==> src/rtl/regfile_writeback.sv <==
// Write-side front end of the integer register file.
// Retiring ALU and load results are buffered in a small FIFO and drained one
// entry per cycle onto the register file write port. Pending entries are
// searched combinationally so decode can forward rs1/rs2 values that have not
// yet reached the (registered-read) register file.
module regfile_writeback #(
  parameter int unsigned DEPTH = 4,
  parameter int unsigned XLEN  = 32
) (
  input  logic            clk,
  input  logic            rst,
  // ALU producer
  input  logic            alu_valid,
  output logic            alu_ready,
  input  logic [4:0]      alu_rd,
  input  logic [XLEN-1:0] alu_data,
  // Load/store producer
  input  logic            lsu_valid,
  output logic            lsu_ready,
  input  logic [4:0]      lsu_rd,
  input  logic [XLEN-1:0] lsu_data,
  // Register file write port
  output logic            readWrite,
  output logic [4:0]      addr_write,
  output logic [XLEN-1:0] write_data,
  // Forwarding lookups
  input  logic [4:0]      addr_rs1,
  output logic            fwd1_hit,
  output logic [XLEN-1:0] fwd1_data,
  input  logic [4:0]      addr_rs2,
  output logic            fwd2_hit,
  output logic [XLEN-1:0] fwd2_data,
  output logic            idle
);

  localparam int unsigned PtrW = (DEPTH > 1) ? $clog2(DEPTH) : 1;
  localparam int unsigned CntW = PtrW + 1;

  // FIFO storage
  logic [4:0]       r_ent_rd   [DEPTH];
  logic [XLEN-1:0]  r_ent_data [DEPTH];
  logic [DEPTH-1:0] r_ent_valid;
  logic [PtrW-1:0]  r_wr_ptr;
  logic [PtrW-1:0]  r_rd_ptr;
  logic [CntW-1:0]  r_count;

  logic             w_full;
  logic             w_empty;
  logic             w_lsu_fire;
  logic             w_alu_fire;
  logic [4:0]       w_enq_rd;
  logic [XLEN-1:0]  w_enq_data;
  logic             w_push;
  logic             w_pop;
  logic [PtrW-1:0]  w_idx;

  assign w_full  = (r_count == CntW'(DEPTH));
  assign w_empty = (r_count == '0);

  // Handshake: readiness comes from the registered count only; loads win.
  always_comb begin
    lsu_ready  = !rst && !w_full;
    alu_ready  = !rst && !w_full && !lsu_valid;
    w_lsu_fire = lsu_valid && lsu_ready;
    w_alu_fire = alu_valid && alu_ready;
    w_enq_rd   = w_lsu_fire ? lsu_rd   : alu_rd;
    w_enq_data = w_lsu_fire ? lsu_data : alu_data;
    // x0 writes complete the handshake but never occupy a slot
    w_push     = (w_lsu_fire || w_alu_fire) && (w_enq_rd != 5'd0);
    // The register file always accepts, so the head retires every non-empty cycle
    w_pop      = !rst && !w_empty;
  end

  // Write port driven purely from FIFO state.
  always_comb begin
    readWrite  = 1'b0;
    addr_write = '0;
    write_data = '0;
    if (w_pop) begin
      readWrite  = 1'b1;
      addr_write = r_ent_rd[r_rd_ptr];
      write_data = r_ent_data[r_rd_ptr];
    end
  end

  assign idle = w_empty;

  // Forwarding search: walk oldest to youngest so the youngest match wins.
  always_comb begin
    fwd1_hit  = 1'b0;
    fwd1_data = '0;
    fwd2_hit  = 1'b0;
    fwd2_data = '0;
    w_idx     = r_rd_ptr;
    for (int i = 0; i < DEPTH; i++) begin
      w_idx = r_rd_ptr + PtrW'(i);
      if (!rst && r_ent_valid[w_idx]) begin
        if (addr_rs1 != 5'd0 && r_ent_rd[w_idx] == addr_rs1) begin
          fwd1_hit  = 1'b1;
          fwd1_data = r_ent_data[w_idx];
        end
        if (addr_rs2 != 5'd0 && r_ent_rd[w_idx] == addr_rs2) begin
          fwd2_hit  = 1'b1;
          fwd2_data = r_ent_data[w_idx];
        end
      end
    end
  end

  // Control state: pointers, occupancy and per-entry valid bits.
  always_ff @(posedge clk or posedge rst) begin
    if (rst) begin
      r_wr_ptr    <= '0;
      r_rd_ptr    <= '0;
      r_count     <= '0;
      r_ent_valid <= '0;
    end else begin
      if (w_pop) begin
        r_rd_ptr              <= r_rd_ptr + 1'b1;
        r_ent_valid[r_rd_ptr] <= 1'b0;
      end
      // Push and pop never target the same slot: pop needs count>0 and push
      // needs count<DEPTH, so wr_ptr != rd_ptr whenever both happen.
      if (w_push) begin
        r_wr_ptr              <= r_wr_ptr + 1'b1;
        r_ent_valid[r_wr_ptr] <= 1'b1;
      end
      unique case ({w_push, w_pop})
        2'b10:   r_count <= r_count + 1'b1;
        2'b01:   r_count <= r_count - 1'b1;
        default: r_count <= r_count;
      endcase
    end
  end

  // Payload storage; contents are meaningless unless the valid bit is set.
  always_ff @(posedge clk) begin
    if (w_push) begin
      r_ent_rd[r_wr_ptr]   <= w_enq_rd;
      r_ent_data[r_wr_ptr] <= w_enq_data;
    end
  end

  a_no_overflow: assert property (@(posedge clk) disable iff (rst) !(w_push && w_full))
    else $error("regfile_writeback: enqueue into full FIFO");

  a_no_underflow: assert property (@(posedge clk) disable iff (rst) !(w_pop && w_empty))
    else $error("regfile_writeback: dequeue from empty FIFO");

endmodule

==> config.mk <==
export PLATFORM = sky130hd
export DESIGN_NAME = regfile_writeback
export DESIGN_NICKNAME = d
export VERILOG_FILES = /design/src/rtl/regfile_writeback.sv
export SDC_FILE = /design/constraint.sdc
export NUM_CORES = 1
export LEC_CHECK = 0
export ABC_AREA = 0
export CORE_MARGIN = 4
export CORE_UTILIZATION = 40
export DETAILED_ROUTE_END_ITERATION = 8
export PLACE_DENSITY = 0.62
export SYNTH_ARGS = -nofsm -noshare
export SYNTH_HDL_FRONTEND = slang
export SYNTH_SLANG_ARGS = --single-unit
==> constraint.sdc <==
create_clock -name clk -period 4.45 [get_ports clk]
set_input_delay 0.6675 -clock clk [delete_from_list [all_inputs] [get_ports clk]]
set_output_delay 0.6675 -clock clk [all_outputs]
set_load 0.005 [all_outputs]
== Yosys cells after proc, flatten, opt, wreduce, memory -nomap -nowiden ==
Memories as Yosys holds them, arrays and structs flattened.
Index checks and enable logic that the tools add are counted.

* Memories: 2
* Bits in registers: 11
* Logic and storage cells: 117
* Bits in read-only memories: 0
* Output and inout port bits: 107
* Bits of input ports: 88
* Memory bits (writable): 148
* Latch bits: 0

* Magnitude comparators: 7
* Multiply operators: 0
* Div/mod/pow operators: 0
* Eq/ne operators: 11
* Add/sub/neg operators: 6
* Mux-type cells: 54
* Shifts and indexed selects: 0
* Bitwise gates (word level): 3
* Reductions and logical operators: 30

{| class="wikitable"
|+ Memory list
! memory !! depth !! bits a word !! rd ports !! clocked after memory_dff !! write ports !! line !! source
|-
| r_ent_data || 4 || 32 || 4 || 0 || 1 || 41 || <nowiki>logic [XLEN-1:0] r_ent_data [DEPTH];</nowiki>
|-
| r_ent_rd || 4 || 5 || 4 || 0 || 1 || 40 || <nowiki>logic [4:0] r_ent_rd [DEPTH];</nowiki>
|}

{| class="wikitable"
|+ Operators by type and width
! cell !! count
|-
| two-way mux 32 bit || 18
|-
| == test 5 bit || 8
|-
| two-way mux 1 bit || 25
|-
| logical AND 1 bit || 20
|-
| < comparator 2 x 3 -> 1 bit, second input constant || 5
|-
| nonzero test 5 bit || 3
|-
| two-way mux 5 bit || 2
|-
| binary-select mux 1 bit (select 2 bit) || 4
|-
| two-way mux 4 bit || 2
|-
| case mux 3 bit (2 select lines) || 1
|-
| adder 2 x 1 -> 2 bit, second input constant || 2
|-
| adder 2 bit, second input constant || 2
|-
| AND 4 bit || 1
|-
| demux 1 bit (select 2 bit) || 2
|-
| greater-or-equal comparator 2 x 1 -> 1 bit, second input constant || 2
|-
| logical NOT 1 bit || 4
|-
| inverter 4 bit || 1
|-
| bitwise OR 4 bit || 1
|-
| adder 3 x 1 -> 3 bit, second input constant || 1
|-
| == test 3 bit, second input constant || 1
|-
| logical NOT 3 bit || 1
|-
| subtractor 3 x 1 -> 3 bit, second input constant || 1
|-
| == test 2 x 1 -> 1 bit, second input constant || 1
|-
| == test 2 bit, second input constant || 1
|-
| other kinds (2) || 2
|}

== Depth between registers and ports, before layout ==
Gate-level depths: netlist of the first run.
An unclocked memory read counts as a cell.

* Word-level depth: 11
* Gate-level depth with buffers: 19
* Gate-level depth less buffers: 11

== Worst setup path before layout of the first run ==
No wires, ideal clock.

* Kind: reg2out
* Start: reg r_rd_ptr[0]
* End: out fwd2_data[20]
* Cell stages (with the launch flop): 18
* Slack: -445 ps
* Data required time: 3783 ps
* Path buffers: 9
* Arrival: 4227 ps
* Cells stage by stage: dfrtp_1 > buf_4 > buf_6 > buf_4 > buf_2 > buf_2 > buf_2 > inv_1 > ha_1 > buf_6 > buf_6 > mux4_2 > xnor2_2 > o211ai_2 > o311a_4 > buf_6 > a221o_1 > a22o_1

* Elaborated cells between the ends (all ways): 33
* Those cells by class: add/sub (3); eq/ne (4); mux (16); reduce/logical (8); memory (2)

{| class="wikitable"
|+ RTL lines
! item !! line !! source
|-
| from (decl) || 44 || <nowiki>logic [PtrW-1:0] r_rd_ptr;</nowiki>
|-
| from (signal assigned) || 119 || <nowiki>r_rd_ptr <= r_rd_ptr + 1'b1;</nowiki>
|-
| adder 2 bit (*) || 96 || <nowiki>w_idx = r_rd_ptr + PtrW'(i);</nowiki>
|-
| net w_idx[0] || 55 || <nowiki>logic [PtrW-1:0] w_idx;</nowiki>
|-
| memory (4 x 5 bit) || -- ||
|-
| == test 5 bit || 102 || <nowiki>if (addr_rs2 != 5'd0 && r_ent_rd[w_idx] == addr_rs2) begin</nowiki>
|-
| logical AND 1 bit || 102 ||
|-
| two-way mux 32 bit || 102 ||
|-
| two-way mux 32 bit (*) || 97 || <nowiki>if (!rst && r_ent_valid[w_idx]) begin</nowiki>
|-
| to (decl) || 32 || <nowiki>output logic [XLEN-1:0] fwd2_data,</nowiki>
|}

Mark *: on every way through the listed nets, which the timed path passes. The rest lies on a longest branch. The select of a mux whose other input is x is not followed.

== Worst setup path after layout of the first run ==
* Start: reg r_rd_ptr[0]
* End: out fwd2_data[21]

The elaborated chain is that of the path after synthesis.

==> results.yml, run 1 <==
grt:
  antenna_found_initial: 0
  grt_overflow: 0
  grt_use_total_pct: 22.3
  grt_pass1_wl_um: 57100
  grt_pass1_vias: 9537
  grt_busiest_layer: "met2"
  use_met1_pct: 30.5
  grt_max_degree: 69
  grtUsageMet2_pct: 36.6
  grt_use_met3_pct: 4.75
worst_setup_path:
  cp-start-kind: "register"
  worst_ep_arrival_time_ps: 3800
  end_kind: "output pin"
  critPathRequiredTime_ps: 3780
  cp_max_fo: 7
  path_class: "reg2out"
clock_tree:
  cts_buffers: 17
  path_clk_slew_ps: 70
  cts_buffer_depth: 2
  cts.sinks: 159
  cts_tree: "yes"
  insertion_delay_ps: 430
  root_buffer: "clkbuf_16"
  ctsHtreeMaxLevel: 4
status:
  status: "complete, but fails checks"
  violations: "setup timing"
routing:
  drt_first_pass_iters: 5
  ant_nets: 0
  dr_total_vias: 9752
  routed_wl_um: 37700
  drtIter0Drc: 1133
  drc: 0
  drt-wirelength-per-cell_um: 24.4
  viasPerCell: 6.32
timing:
  tightest_slew_ps: 876
  min_period_ps: 4460
  slew_violations: 0
  setup_violations: 1
  worst_slack_ps: -14.2
  fmax_ghz: 0.224
  hold_violations: 0
  rsz0062_at_grt: "yes"
  skew_ps: 10.4
  fin_crit_sh_pct: 100
  slew-limit-headroom_pct: 41.5
  hold_slack_ps: 517
synthesis:
  yosysWarnings: 0
  synth.top_cell.area_share_pct: 36.9
  syn_nets: 1015
  yosysSeqAreaShare_pct: 39.2
  synthCells: 917
  synth_edf_count: 148
  syn_area_per_cell_um2: 13.1
  synth_area_mm2: 0.0120
  synth_flop_cell: "edfxtp_1"
  synth.area.top_cells: "edfxtp_1 (37%), mux4_2 (28%), a221oi_1 (4.4%)"
  ys_ff_latch: 159
  yosysTopAreaCell: "edfxtp_1"
  synthArstFlopShare_pct: 6.92
  ys_types: 47
placed_design:
  io_buffers: 194
  placed_cells: 1465
  routabilityCongestion: 0.912
  dpl.hpwl_um: 23800
floorplan:
  ios: 195
  dieWidth_um: 181
  initial_utilization_pct: 40.6
  fp.dieH_um: 181
  dieArea_mm2: 0.0329
  fp-row-count: 63
  core_mm2: 0.0296
power:
  power.density_mw_per_mm2: 632
  total_power_uw: 10200
  p_leak_uw: 0.00580
  vdd_drop_max_uv: 405
layout:
  layout_commonest_cell: "mux4_2"
  fin_cells: 1544
  antenna_cells: 0
  layout_common_cells: "mux4_2 (152), edfxtp_1 (148), clkdlybuf4s50_1 (130)"
  area_growth_pct: 34.8
  nNetsFinal: 1239
  post-route-util_pct: 54.7
  drive_above_1_share_pct: 37.5
min_path:
  hp-class: "reg2reg"
job:
  drv_cap: 0
==> metal layers <==
metal / wire length [um] / up-vias
li1: - / 4197
met1: 15100 / 4981
met2: 18500 / 526
met3: 3390 / 48
met4: 735 / 0
met5: 0 / -
==> logic make-up after synthesis <==
family,Yosys count,share of synthesized area [%]
AOI/OAI and AO/OA,144,9.77
xor gates and xnor gates,43,3.19
and+or+nand+nor,253,10.3
DFF,159,39.2
muxes,191,32.1
buffers and inverters,117,4.37
adders and majority gates,10,1.10
==> report_power, final <==
group | switching [uW] | internal, uW | leakage, uW
Sequential | 205 | 1970 | 0.00148
Clock | 654 | 747 | 0.000276
Combinational | 3230 | 3440 | 0.00405
Total | 4090 | 6160 | 0.00580
==> registers in the layout, summed over array words and instances, names as in the netlist <==
register / count
r_ent_valid: 4
r_wr_ptr: 2
r_count: 3
r_ent_data: 128
r_rd_ptr: 2
r_ent_rd: 20
==> critical path, stage by stage (launching register included) <==
cell           delay, ps
dfrtp_4              420
inv_2                 60
ha_4                 350
mux4_2               530
buf_4                160
a211oi_4             210
o211ai_4             140
buf_12               160
o311a_4              370
buf_6                140
buf_4                130
a221oi_2             200
o31ai_1              100
buf_4                150
dlygate4sd2_1        260
==> area by class of cell <==
type,instances,area (um2)
Timing Repair Buffer,301,3040
Multi-Input combinational cell,643,7310
Sequential cell,159,4730
Clock inverter,14,145
Inverter,19,71.3
Tap cell,390,488
Fill cell,2441,13400
Clock buffer,18,429
==> cell usage after synthesis, types with 2 or more instances <==
| library cell | count |
|---|---|
| o21ai_0 | 5 |
| ha_1 | 9 |
| nand4_1 | 6 |
| a221oi_1 | 61 |
| clkbuf_1 | 55 |
| o31ai_1 | 62 |
| buf_4 | 7 |
| or4_1 | 3 |
| a221o_1 | 2 |
| nor2_1 | 74 |
| mux4_2 | 152 |
| mux2_2 | 35 |
| mux2i_1 | 4 |
| nor4_2 | 2 |
| buf_1 | 8 |
| xor2_1 | 7 |
| a22o_1 | 2 |
| nor3_1 | 3 |
| xnor2_1 | 35 |
| nor4_1 | 2 |
| buf_6 | 4 |
| edfxtp_1 | 148 |
| nand2_1 | 76 |
| buf_2 | 24 |
| and3_1 | 32 |
| and2_1 | 43 |
| a21oi_1 | 4 |
| nand3_1 | 5 |
| inv_1 | 19 |
| dfrtp_1 | 11 |
==> worst paths after layout <==
check                       startpoint            end  slack [ps]  cells past startpoint
max                        r_rd_ptr[0]  fwd2_data[21]         -10                     14
min                         r_count[0]     r_count[0]         520                      1
max reg2reg                 r_count[0]     r_count[2]        1220                     12
min reg2reg                 r_count[0]     r_count[0]         520                      1
max in group asynchronous          rst    r_rd_ptr[1]        3030                      3
min in group asynchronous          rst    r_rd_ptr[0]         600                      2
==> metrics by stage <==
stage          TNS [ps]  area, um2  setup slack, ps
6_report          -14.2      16200            -14.2
5_1_grt            -799      16200             -117
4_1_cts            -169      15900            -97.5
3_5_place_dp      -1400      14700             -100
3_3_place_gp      -1030      14700             -116
2_1_floorplan         0      12100             10.2
==> what timing repair did <==
| action | CTS | global route |
|---|---|---|
| hold buffers | 0 | 0 |
| pin swaps | 29 | 41 |
| gates resized for setup | 113 | 114 |
| cloned | 6 | 2 |
| endpoints found under the setup margin | 66 | 57 |
| setup buffers | 28 | 11 |
(Power assumes the default switching activity.)
==> run 2: changes to the inputs <==
==> constraint.sdc (replaced) <==
create_clock -name clk -period 4.45 [get_ports clk]
set_input_delay 0.6675 -clock clk [delete_from_list [all_inputs] [get_ports clk]]
set_output_delay 0.6675 -clock clk [all_outputs]
set_load 0.1 [all_outputs]
==> run 2 against run 1 <==
  * The run now ends clean
  * Sequential power barely moved
  * Core utilization up 5.2 points
  * Global-route usage increased by 0.15 points
  * Clock power about the same
  * Worst hold slack better by 28 ps
  * Setup slack better by 120 ps
  * Register-to-register slack better by 80 ps
  * Largest power group unchanged
==> results.yml, run 2 (synthesized netlist as in run 1, its figures left out) <==
grt:
  antenna_found_initial: 0
  grt_use_total_pct: 22.5
  grt_max_degree: 54
  grt_overflow: 0
  grt_pass1_vias: 9672
  grt_pass1_wl_um: 57800
layout:
  regMostFlops: "r_ent_data"
  drive_above_1_share_pct: 48.8
  largest_reg_flops: 128
  nNetsFinal: 1197
  antenna_cells: 0
  multi_input_area_mm2: 0.00861
  post-route-util_pct: 59.9
  top_regs: "r_ent_data x128, r_ent_rd x20, r_ent_valid x4"
  nFillCells: 2303
  area_growth_pct: 47.6
  layout_commonest_cell: "mux4_2"
  seqCellArea_mm2: 0.00473
  final_cell_area_mm2: 0.0178
  layout_common_cells: "mux4_2 (152), edfxtp_1 (148), clkdlybuf4s50_1 (88)"
power:
  vdd_drop_max_uv: 484
  p_leak_uw: 0.00592
  total_power_uw: 12400
  power.density_mw_per_mm2: 697
timing:
  tightest_slew_ps: 983
  setup_violations: 0
  slew_violations: 0
  hold_violations: 0
  hold_slack_ps: 546
  slew-limit-headroom_pct: 34.3
  fin_crit_sh_pct: 97.6
  skew_ps: 14.1
  setup_tns_ps: 0
  min_period_ps: 4340
  fmax_ghz: 0.230
worst_setup_path:
  reg2regPathDepth: 12
  critPathRequiredTime_ps: 3780
  reg2reg_from: "r_count[0]"
  end_kind: "output pin"
  cp_slowest_cell: "mux4_2"
  path_class: "reg2out"
  cp_max_fo: 16
  worst_ep_arrival_time_ps: 3680
  critPathMostFrequentCell: "buf_4"
  max_stage_delay_ps: 510
  cp_cell_sequence: "inv_1 -> ha_4 -> clkbuf_2 -> buf_4 -> mux4_2 -> nand2_2 -> a21oi_2 -> a211oi_4 -> buf_4 -> clkbuf_16 -> a221oi_4 -> o31ai_4 -> buf_12"
  crit_start: "r_rd_ptr[1]"
  cp-start-kind: "register"
floorplan:
  fp-row-count: 63
  dieWidth_um: 181
  ios: 195
  initial_utilization_pct: 40.6
  fp.dieH_um: 181
  core_mm2: 0.0296
  dieArea_mm2: 0.0329
min_path:
  whs_path_depth: 1
  worstHoldStart: "r_count[0]"
  hp-class: "reg2reg"
clock_tree:
  cts_buffer_depth: 2
  path_clk_slew_ps: 70
  insertion_delay_ps: 430
  root_buffer: "clkbuf_16"
  ctsHtreeMaxLevel: 4
  cts_tree: "yes"
  cts_buffers: 17
  cts_hold_buf: 0
  cts.sinks: 159
routing:
  ant_nets: 0
  dr_total_vias: 9652
  viasPerCell: 6.43
  routed_wl_um: 39700
  drc: 0
  drt_first_pass_iters: 5
  drtIter0Drc: 707
  drt-wirelength-per-cell_um: 26.4
status:
  status: "finished, final reports clean"
placed_design:
  routabilityCongestion: 0.812
  place_area_mm2: 0.0168
  dpl.hpwl_um: 25400
  io_buffers: 194
job:
  drv_cap: 0
[run 2: changes by cell type in the layout (fill, tap and decap cells not counted), sizes merged, moves of 6 or more]
cell / before / now
clkbuf: 43 / 28
buf: 104 / 164
inv: 28 / 22
clkdlybuf4s50: 130 / 88
dlymetal6s2s: 6 / 0
clkdlybuf4s15: 7 / 0
dlygate4sd2: 25 / 0
[run 2: path summary, 6_finish.rpt]
check,endpoint,slack (ps)
max,fwd1_data[19],110
min,r_count[0],550
max reg2reg,r_count[2],1300
min reg2reg,r_count[0],550
max in group asynchronous,r_rd_ptr[1],3070
min in group asynchronous,r_rd_ptr[0],950
[run 2: cell type report]
class                   count  share of cell area, %
clock inverters            12                  0.641
repair buffers            261                   18.6
clock buffers              19                   2.44
flip-flops and latches    159                   26.6
multi-input cells         641                   48.5
inverters                  19                  0.444
well taps                 390                   2.75
[run 2: what timing repair did]
item	in CTS	in global routing
resized for setup	4	38
setup endpoints to repair	54	57
pin swaps	2	4
gates cloned	0	8
setup buffers	8	8
[run 2: stage by stage]
| step | setup WS (ps) | instances |
|---|---|---|
| 2_1_floorplan | -449 | 917 |
| 3_3_place_gp | 390 | 1446 |
| 3_5_place_dp | 368 | 1446 |
| 4_1_cts | 13.0 | 1485 |
| 5_1_grt | -34.0 | 1501 |
| 6_report | 106 | 1501 |
[run 2: power breakdown]
group	switching (uW)	internal, uW	total (uW)
Combinational	5270	3540	8810
Sequential	226	1970	2200
Clock	604	769	1370
[run 2: layer usage]
layer	track usage (%)	part of all wire, %	vias up
li1	-	-	4117
met1	29.5	39	5007
met2	38.6	51	460
met3	3.65	7.3	68
met4	6.81	2.4	0
met5	0	0	-
[run 2: worst max-delay path, delay by kind of cell, from the launching register on]
family | cells | cell delay (ps)
multiplexers | 1 | 510
AO/OA/AOI/OAI | 4 | 680
adder cells (fa/ha/maj) | 1 | 350
buffers and inverters | 6 | 1050
flip-flops | 1 | 440
AND/OR/NAND/NOR | 1 | 170
